**src/rtl/mem_port_arbiter.sv**
```systemverilog
// Single-port RAM arbiter for instruction fetch and data access: one transaction at a time,
// anti-starvation for fetch, bounded retry of RAM errors and a sticky fault.
module mem_port_arbiter #(
    parameter int STARVE_LIM = 4,
    parameter int RETRY_MAX  = 3
) (
    input  logic        CLK,
    input  logic        RST,
    input  logic        iREN,
    input  logic [31:0] iaddr,
    output logic        ihit,
    output logic [31:0] iload,
    input  logic        dREN,
    input  logic        dWEN,
    input  logic [31:0] daddr,
    input  logic [31:0] dstore,
    output logic        dhit,
    output logic [31:0] dload,
    output logic        ramREN,
    output logic        ramWEN,
    output logic [31:0] ramaddr,
    output logic [31:0] ramstore,
    input  logic [31:0] ramload,
    input  logic [1:0]  ramstate,
    output logic        fault
);
    localparam int SW = $clog2(STARVE_LIM + 1);
    localparam int RW = $clog2(RETRY_MAX + 1);

    localparam logic [1:0] RAM_ACCESS = 2'd2;
    localparam logic [1:0] RAM_ERROR  = 2'd3;

    typedef enum logic [1:0] {IDLE, IGRANT, DGRANT, FAULT} state_t;

    state_t          state_reg, state_next;
    logic [SW-1:0]   dstreak_reg, dstreak_next;
    logic [RW-1:0]   retry_reg, retry_next;
    logic            fault_reg, fault_next;

    logic            dreq;
    logic            starve;
    logic [RW-1:0]   retry_inc;

    assign dreq      = dREN | dWEN;
    assign starve    = iREN && (dstreak_reg == SW'(STARVE_LIM));
    assign retry_inc = retry_reg + RW'(1);

    always_ff @(posedge CLK or posedge RST) begin
        if (RST) begin
            state_reg   <= IDLE;
            dstreak_reg <= '0;
            retry_reg   <= '0;
            fault_reg   <= 1'b0;
        end else begin
            state_reg   <= state_next;
            dstreak_reg <= dstreak_next;
            retry_reg   <= retry_next;
            fault_reg   <= fault_next;
        end
    end

    always_comb begin
        state_next   = state_reg;
        dstreak_next = dstreak_reg;
        retry_next   = retry_reg;
        fault_next   = fault_reg;
        case (state_reg)
            IDLE: begin
                if (dreq && !starve) begin
                    state_next = DGRANT;
                    if (!iREN)
                        dstreak_next = '0;
                    else if (dstreak_reg != SW'(STARVE_LIM))
                        dstreak_next = dstreak_reg + SW'(1);
                end else if (iREN) begin
                    state_next   = IGRANT;
                    dstreak_next = '0;
                end else begin
                    dstreak_next = '0;
                end
            end
            IGRANT, DGRANT: begin
                // A dropped request (pipeline flush) abandons the transaction without a hit.
                if ((state_reg == IGRANT) ? !iREN : !dreq) begin
                    state_next = IDLE;
                    retry_next = '0;
                end else if (ramstate == RAM_ACCESS) begin
                    state_next = IDLE;
                    retry_next = '0;
                end else if (ramstate == RAM_ERROR) begin
                    retry_next = retry_inc;
                    if (retry_inc == RW'(RETRY_MAX)) begin
                        state_next = FAULT;
                        fault_next = 1'b1;
                    end
                end
            end
            FAULT: fault_next = 1'b1;
            default: state_next = IDLE;
        endcase
    end

    always_comb begin
        ihit     = 1'b0;
        iload    = '0;
        dhit     = 1'b0;
        dload    = '0;
        ramREN   = 1'b0;
        ramWEN   = 1'b0;
        ramaddr  = '0;
        ramstore = '0;
        fault    = fault_reg;
        if (state_reg == IGRANT && iREN) begin
            ramREN  = 1'b1;
            ramaddr = iaddr;
            if (ramstate == RAM_ACCESS) begin
                ihit  = 1'b1;
                iload = ramload;
            end
        end else if (state_reg == DGRANT && dreq) begin
            // Write takes priority when both enables are raised.
            ramWEN   = dWEN;
            ramREN   = dREN & ~dWEN;
            ramaddr  = daddr;
            ramstore = dstore;
            if (ramstate == RAM_ACCESS) begin
                dhit  = 1'b1;
                dload = dWEN ? 32'd0 : ramload;
            end
        end
    end
endmodule

```
**config.mk**
```make
export PLATFORM = sky130hd
export DESIGN_NAME = mem_port_arbiter
export DESIGN_NICKNAME = d
export VERILOG_FILES = /design/src/rtl/mem_port_arbiter.sv
export SDC_FILE = /design/constraint.sdc
export NUM_CORES = 1
export LEC_CHECK = 0
export ABC_AREA = 0
export BUFFER_PORTS_ARGS = -buffer_cell sky130_fd_sc_hd__buf_2
export CAP_MARGIN = 20
export CORE_AREA = 2 2 104 106
export CTS_CLUSTER_DIAMETER = 150
export DETAILED_ROUTE_END_ITERATION = 8
export DIE_AREA = 0 0 106 108
export SYNTH_ARGS = -nofsm -noshare
export SYNTH_HDL_FRONTEND = slang
export SYNTH_SLANG_ARGS = --single-unit
```
**constraint.sdc**
```tcl
create_clock -name CLK -period 2.39 [get_ports CLK]
set_clock_uncertainty 0.15 [all_clocks]
set_input_delay 0 -clock CLK [delete_from_list [all_inputs] [get_ports CLK]]
set_output_delay 0 -clock CLK [all_outputs]
set_load 0.03 [all_outputs]
```
# After elaboration in Yosys (flattened, before gate mapping)
# Index checks and enable logic that the tools add are counted.
[word_totals]
reg_bits = 8
in_bits = 135
output_inout_bits = 133
word_cells = 78
[classes]
addsub = 2
eq_ne = 16
mux = 37
bitwise = 3
n_reduce_logical = 16
[ops]
columns = ["op", "n"]
rows = [
  ["two-way mux 32 bit", 10],
  ["two-way mux 2 bit", 9],
  ["two-way mux 1 bit", 13],
  ["== test 2 bit (second input constant)", 5],
  ["two-way mux 3 bit", 3],
  ["!= test 2 bit (second input constant)", 4],
  ["!= test 4 bit (second input constant)", 2],
  ["!= test 3 bit (second input constant)", 2],
  ["AND reduction 5 bit", 1],
  ["logical AND 1 bit", 4],
  ["one-hot mux 2 bit (2 select lines)", 1],
  ["AND reduction 2 bit", 2],
  ["AND reduction 4 bit", 1],
  ["nonzero test 2 bit", 2],
  ["adder 3 x 1 -> 3 bit (second input constant)", 1],
  ["== test 3 bit (second input constant)", 1],
  ["zero test 1 bit", 3],
  ["!= test 3 x 2 -> 1 bit (second input constant)", 1],
  ["nonzero test 3 bit", 1],
  ["adder 2 x 1 -> 2 bit (second input constant)", 1],
  ["== test 2 x 1 -> 1 bit (second input constant)", 1],
  ["zero test 2 bit", 1],
  ["one-hot mux 1 bit (2 select lines)", 1],
  ["OR reduction 2 bit", 1],
  ["other kinds (3)", 3],
]

# Logic depth before layout (Yosys ltp)
# Gate-level depths: netlist (run 1).
[logic_depth]
depth_word = 7
ltp_mapped = 8
ltp_nobuf = 5

# Least setup slack after synthesis (run 1)
# Ideal clock, no wire load.
[synth_timing]
path_kind = "flip-flop to output port"
start = "register state_reg[1]"
end = "output port ramaddr[10]"
arrival_time_ns = 1.693
required_ns = 2.240
setup_slack_ns = 0.547
stages_incl_launch_ff = 9
path_buffers = 3
cell_sequence = "dfrtp_1 -> inv_1 -> ha_1 -> and2_1 -> buf_6 -> nor3b_4 -> buf_6 -> buf_6 -> a22o_1"
[synth_via]
elab_chain_cells = 4
elab_cells_between_ends = 6
classes_between = "eq/ne (2); mux (2); reduce/logical (2)"
[synth_rtl]
columns = ["element", "line", "source"]
rows = [
  ["start, declared", "35", "state_t state_reg, state_next;"],
  ["start signal, assigned", "55", "state_reg <= state_next;"],
  ["== test 2 bit", "120", "end else if (state_reg == DGRANT && dreq) begin"],
  ["logical AND 1 bit", "120", ""],
  ["two-way mux 32 bit", "120", ""],
  ["two-way mux 32 bit *", "113", "if (state_reg == IGRANT && iREN) begin"],
  ["end, declared", "21", "output logic [31:0] ramaddr,"],
]
# Every way passes the cells marked *; elsewhere a longest branch is shown, timed or not.

# Worst setup path in the final report (run 1)
[layout_timing]
start = "register state_reg[1]"
end = "output port ramaddr[1]"
# Same word-level chain as after synthesis.

==> results.yml, run 1 <==
cells_and_area:
  fillCellCount: 1129
  seqCellArea_um2: 200
  stdcell_count: 613
  largest_reg_flops: 3
  nNetsFinal: 622
  syn_to_final_growth_pct: 92.9
  multiInputGateArea_um2: 1280
  drive_above_1_share_pct: 57.9
  diodes: 0
clock_tree:
  htree_levels: 1
  cts_buffers: 3
  cts_buffer_depth: 2
  cts_sinks: 8
  clk-insertion-delay-late_ns: 0.22
  cts-root-buf: "clkbuf_8"
  post_cts_buffers: 0
  cts_resized: 0
  path_clk_slew_ns: 0.04
  cts_tree: "done"
routing:
  drt_iter0_markers: 174
  vias: 2639
  routed_wl_mm: 9.39
  vias_per_cell: 4.31
  ant_nets: 0
  avgRoutedWirePerCell_um: 15.3
  drc: 0
  drt-pass1-iter-count: 4
logic_synthesis:
  netlist_area_um2: 1630
  synth_cell_types: 32
  ys.flop_type: "dfrtp_1"
  synth_area_leader_cell: "and2_1"
  yosys_register_bits: 8
  yosysMostFrequentCell: "and2_1"
  syn_inst: 216
  yosysSeqAreaShare_pct: 12.3
  yosys-top-cells-area: "and2_1 (37%), a22o_1 (18%), dfrtp_1 (12%), ha_1 (6.1%), buf_6 (4.8%)"
  yosysTopAreaCellShare_pct: 37.3
  synth_edf_count: 0
  synth-async-reset-ratio_pct: 100
  synth_commonest_cells: "and2_1 (97), a22o_1 (33), clkbuf_1 (9), inv_1 (9)"
  syn_nets: 359
  avgSynthCellArea_um2: 7.54
  yosysWarnings: 0
pwr:
  p_seq_share_pct: 8.7
  power.switching_mw: 1.49
  power.density_nw_per_um2: 794
  internal_power_mw: 1.00
  netSwitchingFraction_pct: 59.7
  clockPowerShare_pct: 6.2
  combPwrFrac_pct: 85.1
  peakVddDrop_mv: 0.521
  p_total_mw: 2.49
  p_leak_nw: 2.01
global_route:
  grt_start_max_net_pins: 66
  first_global_vias: 2645
  grt_usage_pct: 14.6
  grt_first_pass_wirelength_mm: 13.5
  antenna_found_initial: 0
  gr-total-overflow: 0
place:
  port_buffers: 267
  dp.cells: 606
  dp_hpwl_mm: 7.97
  globalplace.congestion: 0.873
critical_path:
  cp.arrival_ns: 2.12
  cp-end-kind: "primary output"
  path_max_fanout: 65
  startpoint_type: "flip-flop"
  reg2reg_slack_ns: 0.36
  required_ns: 2.24
  crit_type: "reg2out"
timing:
  fmaxAchievable_mhz: 440
  hold_violations: 0
  min_period_over_period_pct: 95.0
  worst_pin_slew_ns: 0.553
  drv_slew: 0
  setup_violations: 0
  relSlewSlack_pct: 62.6
  final.setup.tns_ns: 0
  layout_min_cycle_time_ns: 2.27
  rsz0062_at_grt: "false"
hold_path:
  hp-class: "in2async"
floorplan:
  dieWidth_um: 106
  core-area_um2: 10200
  row_count: 37
  dieHeight_um: 108
  io_pins: 268
  dieArea_um2: 11400
  initial_core_util_pct: 15.9
run_status:
  status: "complete, no violations"
flow_run:
  cap_violations: 0
## metrics by stage
| step | area [um^2] | setup WS, ns | hold slack [ns] | utilization, % |
|---|---|---|---|---|
| floorplan | 1630 | 0.547 | -0.334 | - |
| global placement | 3060 | 0.436 | -0.208 | 29.9 |
| detailed placement | 3060 | 0.369 | -0.194 | 29.9 |
| CTS | 3140 | 0.126 | 0.114 | 30.7 |
| global route | 3140 | 0.0168 | 0.133 | 30.7 |
| finish | 3140 | 0.120 | 0.105 | 30.7 |
## cells in the final DEF (no fill, tap or decap), types with 2 or more instances in the layout
cell,count
buf_2,267
and2_1,97
a22o_1,33
inv_1,9
ha_1,8
dfrtp_1,8
nand2_1,6
nand3_1,4
nor2_1,4
dlygate4sd3_1,4
nand4_1,3
o21ai_0,3
clkbuf_8,3
buf_4,3
or3_1,2
nand2b_1,2
o22ai_1,2
and3_1,2
o31ai_1,2
## power by group through the flow
stage,Combinational [mW],Sequential [mW],Clock [mW]
after floorplan,1.54,0.208,0
after global placement,2.06,0.212,0
after detailed placement,2.10,0.218,0
after CTS,2.13,0.216,0.159
after global routing,2.25,0.223,0.169
final,2.12,0.217,0.155
## layer usage
layer | share of wire, % | track usage [%]
met1 | 39 | 16.8
met2 | 50 | 26.9
met3 | 10 | 3.98
met4 | 1.3 | 3.20
met5 | 0 | 0
## worst paths after layout
path / startpoint / end / cells after the start
max: state_reg[1]$_DFFE_PP0P_ / ramaddr[1] / 7
min: RST / state_reg[1]$_DFFE_PP0P_ / 3
max reg2reg: state_reg[1]$_DFFE_PP0P_ / state_reg[0]$_DFFE_PP0P_ / 5
min reg2reg: fault$_DFFE_PP0P_ / fault$_DFFE_PP0P_ / 2
max in group asynchronous: RST / dstreak_reg[0]$_DFFE_PP0P_ / 3
min in group CLK: iREN / dstreak_reg[0]$_DFFE_PP0P_ / 4
## critical path: stages, from the launching register on
cell,delay (ns)
dfrtp_1,0.39
inv_1,0.10
ha_1,0.23
and2_1,0.24
nor3b_4,0.23
buf_12,0.27
a22o_1,0.22
buf_2,0.22
## kinds of logic (layout without fill, tap and decap cells)
logic type / Yosys count / count (layout) / synth area share (%)
AND/OR/NAND/NOR: 127 / 127 / 48.5
flip-flops: 8 / 8 / 12.3
buffers and inverters: 26 / 287 / 9.29
AO/OA/AOI/OAI: 47 / 47 / 23.7
adder cells (fa/ha/maj): 8 / 8 / 6.14
## repair_timing
action	4_1_cts	5_1_grt
setup endpoints to repair	0	0
endpoints found under the hold margin	10	0
hold buffers	4	0
## area by class of cell
cell class / instances / area share [%]
clock buffer: 3 / 1.31
tap: 136 / 5.42
timing repair buffer: 275 / 45.2
sequential: 8 / 6.37
multi-input combinational: 182 / 40.7
inverter: 9 / 1.08
(Power assumes the default switching activity.)
==> run 2, diff against run 1 <==
ABC_AREA = 1   (was 0)
CORE_AREA = 2 2 105 107   (was 2 2 104 106)
DIE_AREA = 0 0 107 109   (was 0 0 106 108)
==> results.yml, run 2 <==
run_status:
  status: "complete, no violations"
critical_path:
  required_ns: 2.24
  cp.arrival_ns: 2.02
  startpoint_type: "flip-flop"
  path_buf_inv: 3
  slowest_delay_ns: 0.49
  path_max_fanout: 35
  crit_family: "buffers and inverters"
  crit_chain: "inv_1, ha_1, nand2_2, inv_2, nand2_1, o21ai_1, buf_2"
  crit_type: "reg2out"
  cp-end-kind: "primary output"
  slowest_stage: "inv_2"
  reg2reg_slack_ns: 0.62
logic_synthesis:
  syn_inst: 363
  yosysMostFrequentCell: "nand2_1"
  yosys-top-cells-area: "nand2_1 (24%), nor2_1 (18%), dfrtp_1 (11%), inv_1 (9.5%), o21ai_1 (6.1%)"
  synth_cell_types: 23
  ys.flop_type: "dfrtp_1"
  synth_area_leader_cell: "nand2_1"
  synth_commonest_cells: "nand2_1 (116), nor2_1 (88), inv_1 (46)"
  synth_edf_count: 0
  avgSynthCellArea_um2: 5.00
  syn_nets: 506
  yosysWarnings: 0
  yosysTopAreaCellShare_pct: 24.0
  yosysSeqAreaShare_pct: 11.0
  yosys_register_bits: 8
  netlist_area_um2: 1810
  synth-async-reset-ratio_pct: 100
timing:
  drv_slew: 0
  final.setup.tns_ns: 0
  min_period_over_period_pct: 90.9
  setup_ws_ns: 0.217
  fmaxAchievable_mhz: 460
  timing.hold.ws_ns: 0.0606
  hold_violations: 0
  relSlewSlack_pct: 56.1
  worst_pin_slew_ns: 0.658
  layout_min_cycle_time_ns: 2.17
  rsz0062_at_grt: "false"
  setup_violations: 0
clock_tree:
  cts-root-buf: "clkbuf_8"
  path_clk_slew_ns: 0.04
  post_cts_buffers: 0
  clk-insertion-delay-late_ns: 0.23
  cts_buffer_depth: 2
  cts_resized: 0
  cts_tree: "done"
  htree_levels: 1
  cts.hold.buffers_added: 4
  cts_buffers: 3
  cts_sinks: 8
pwr:
  power.density_nw_per_um2: 754
  p_leak_nw: 2.33
  peakVddDrop_mv: 0.567
global_route:
  grt_usage_pct: 11.3
  first_global_vias: 2238
  antenna_found_initial: 0
  gr-total-overflow: 0
  grt_first_pass_wirelength_mm: 10.9
  grt_start_max_net_pins: 66
routing:
  vias: 2998
  ant_nets: 0
  drt-pass1-iter-count: 4
  routed_wl_mm: 7.95
  drt_iter0_markers: 169
  avgRoutedWirePerCell_um: 10.5
  drc: 0
  vias_per_cell: 3.96
cells_and_area:
  layout_common_cells: "buf_2 (267), nand2_1 (115), nor2_1 (88), inv_1 (46), o21ai_1 (22)"
  stdcell_count: 757
  syn_to_final_growth_pct: 80.2
  final_common_cell: "buf_2"
  nNetsFinal: 762
  largest_reg_flops: 3
  drive_above_1_share_pct: 47.5
  diodes: 0
place:
  dp_hpwl_mm: 6.45
  dp_slack_ns: 0.439
  globalplace.congestion: 0.806
  port_buffers: 267
  dp.cells: 750
floorplan:
  initial_core_util_pct: 17.1
  row_count: 38
  dieArea_um2: 11700
  dieHeight_um: 109
  dieWidth_um: 107
  io_pins: 268
  core-area_um2: 10600
flow_run:
  cap_violations: 0
hold_path:
  hp-class: "in2reg"
## run 2: final cells by class
type	count	area, um^2
repair buffers	274	1410
fillers	1235	7330
multi-input cells	282	1250
inverters	50	188
clock buffers	3	41.3
flip-flops and latches	8	200
well taps	140	175
## run 2: cells by family (layout without fill, tap and decap cells)
| group | Yosys count | in the layout | share of synthesized area (%) |
|---|---|---|---|
| simple gates | 233 | 233 | 51.9 |
| buf+inv | 73 | 327 | 20.0 |
| compound gates | 41 | 41 | 11.6 |
| fa+ha+maj | 8 | 8 | 5.52 |
| flops | 8 | 8 | 11.0 |
## run 2: metal layers
metal	up-vias	routed length [um]	part of all wire, %	track usage [%]
li1	1593	-	-	-
met1	1270	3320	42	14.5
met2	125	3980	50	20.2
met3	10	584	7.3	2.39
met4	0	64	0.81	1.48
met5	-	0	0	0
## run 2: final timing paths
path	startpoint	endpoint	cells after the start
min	ramstate[0]	retry_reg[0]$_DFFE_PP0P_	5
max reg2reg	retry_reg[0]$_DFFE_PP0P_	fault$_DFFE_PP0P_	5
max	state_reg[1]$_DFFE_PP0P_	ramaddr[15]	7
min reg2reg	retry_reg[0]$_DFFE_PP0P_	retry_reg[0]$_DFFE_PP0P_	2
min in group asynchronous	RST	fault$_DFFE_PP0P_	3
max in group asynchronous	RST	state_reg[1]$_DFFE_PP0P_	3
## run 2: power breakdown
part | total, mW | switching (mW) | internal (mW) | leakage [nW]
sequential | 0.225 | 0.0389 | 0.186 | 0.0997
combinational | 2.08 | 1.49 | 0.589 | 2.21
clock | 0.163 | 0.0535 | 0.109 | 0.0216
total | 2.46 | 1.58 | 0.884 | 2.33
## run 2: stage by stage
stage / instance area [um^2] / utilization [%] / total power, mW
floorplan: 1810 / - / 1.78
global placement: 3190 / 30.1 / 2.32
detailed placement: 3190 / 30.1 / 2.31
CTS: 3270 / 30.8 / 2.49
global route: 3270 / 30.8 / 2.67
finish: 3270 / 30.8 / 2.46
## run 2: tightest hold or removal path, delay by kind of cell
kind / cells / cell delay, ns
buffers and inverters: 1 / 0.09
AND/OR/NAND/NOR: 4 / 0.31
==> run 3, diff against run 2 <==
CORE_AREA = 2 2 103 105   (was 2 2 105 107)
DIE_AREA = 0 0 105 107   (was 0 0 107 109)
clock period = 2.5 ns   (was 2.39 ns; I/O delays follow)
==> results.yml, run 3 (same netlist as run 2, synthesis figures left out) <==
run_status:
  status: "complete, no violations"
floorplan:
  io_pins: 268
  dieArea_um2: 11200
  dieWidth_um: 105
  dieHeight_um: 107
  initial_core_util_pct: 18.0
  row_count: 37
  core-area_um2: 10100
routing:
  drt_iter0_markers: 187
  avgRoutedWirePerCell_um: 11.0
  drc: 0
  ant_nets: 0
  drt-pass1-iter-count: 4
  routed_wl_mm: 8.31
  vias_per_cell: 3.92
  vias: 2959
pwr:
  peakVddDrop_mv: 0.542
  power.switching_mw: 1.53
  netSwitchingFraction_pct: 64.1
  combPwrFrac_pct: 84.7
  p_seq_share_pct: 9.0
  clockPowerShare_pct: 6.3
  p_leak_nw: 2.33
  internal_power_mw: 0.856
  power.density_nw_per_um2: 729
timing:
  rsz0062_at_grt: "false"
  layout_min_cycle_time_ns: 2.33
  drv_slew: 0
  relSlewSlack_pct: 49.0
  fmaxAchievable_mhz: 429
  timing.hold.ws_ns: 0.0424
  min_period_over_period_pct: 93.3
  worst_pin_slew_ns: 0.763
  hold_violations: 0
  final.setup.tns_ns: 0
  setup_violations: 0
clock_tree:
  cts_sinks: 8
  cts-root-buf: "clkbuf_8"
  cts_buffer_depth: 2
  path_clk_slew_ns: 0.04
  cts_buffers: 3
  cts_resized: 0
  clk-insertion-delay-late_ns: 0.23
  htree_levels: 1
  cts_tree: "done"
place:
  dp_hpwl_mm: 6.69
  globalplace.congestion: 0.802
  port_buffers: 267
global_route:
  grt_start_max_net_pins: 62
  grt_first_pass_wirelength_mm: 12.0
  grt_usage_pct: 12.6
  first_global_vias: 2383
  gr-total-overflow: 0
  antenna_found_initial: 0
cells_and_area:
  syn_to_final_growth_pct: 80.3
  nNetsFinal: 763
  diodes: 0
  post-route-util_pct: 32.4
  final_common_cell: "buf_2"
  largest_reg_flops: 3
  drive_above_1_share_pct: 47.6
  layout_common_cells: "buf_2 (267), nand2_1 (115), nor2_1 (88), inv_1 (46), o21ai_1 (22)"
hold_path:
  hp-class: "in2reg"
critical_path:
  startpoint_type: "flip-flop"
  cp.arrival_ns: 2.18
  cp-end-kind: "primary output"
  crit_type: "reg2out"
  path_max_fanout: 40
  required_ns: 2.35
flow_run:
  cap_violations: 0
run 3: power by group through the flow:
stage               clock [mW]  sequential (mW)  combinational, mW
finish                   0.151            0.215               2.02
global route             0.161            0.221               2.19
CTS                      0.156            0.214               2.02
detailed placement           0            0.216               2.01
global placement             0            0.216               2.02
floorplan                    0            0.208               1.49
run 3: cell type report:
type | instances | area, um^2
fillers | 1170 | 6820
repair buffers | 275 | 1420
multi-input cells | 282 | 1250
flip-flops and latches | 8 | 200
inverters | 50 | 188
well taps | 136 | 170
clock buffers | 3 | 41.3
run 3: metal layers:
layer  global-route usage [%]  routed length, um
met5                        0                  0
met4                     1.43                 25
met2                     22.5               4100
met1                     16.5               3630
met3                     1.82                559
run 3: what timing repair did:
| action | 4_1_cts | 5_1_grt |
|---|---|---|
| buffers inserted | 0 | 0 |
| hold buffers | 4 | 0 |
| hold endpoints to repair | 12 | 0 |
run 3: path summary, 6_finish.rpt:
path	startpoint	end	slack [ns]	cells after the start
worst max register to register	state_reg[1]$_DFFE_PP0P_	retry_reg[0]$_DFFE_PP0P_	0.71	8
worst max-delay path	state_reg[0]$_DFFE_PP0P_	ramaddr[11]	0.17	6
worst min-delay path	ramstate[0]	retry_reg[0]$_DFFE_PP0P_	0.04	5
worst min register to register	retry_reg[0]$_DFFE_PP0P_	retry_reg[0]$_DFFE_PP0P_	0.32	2
min in group asynchronous	RST	dstreak_reg[2]$_DFFE_PP0P_	0.10	3
max in group asynchronous	RST	dstreak_reg[1]$_DFFE_PP0P_	1.87	3
run 3: critical path, stage by stage (launching register included):
cell,delay (ns)
dfrtp_1,0.41
inv_1,0.09
ha_1,0.23
nand2_2,0.57
buf_4,0.39
o21ai_1,0.08
buf_2,0.18
run 3: per-stage QoR:
stage	area, um^2	power [mW]	setup slack (ns)	instances
final	3270	2.38	0.167	754
after global routing	3270	2.57	0.0245	754
after CTS	3270	2.39	0.183	754
after detailed placement	3190	2.23	0.431	747
after global placement	3190	2.23	0.457	747
after floorplan	1810	1.70	0.580	363
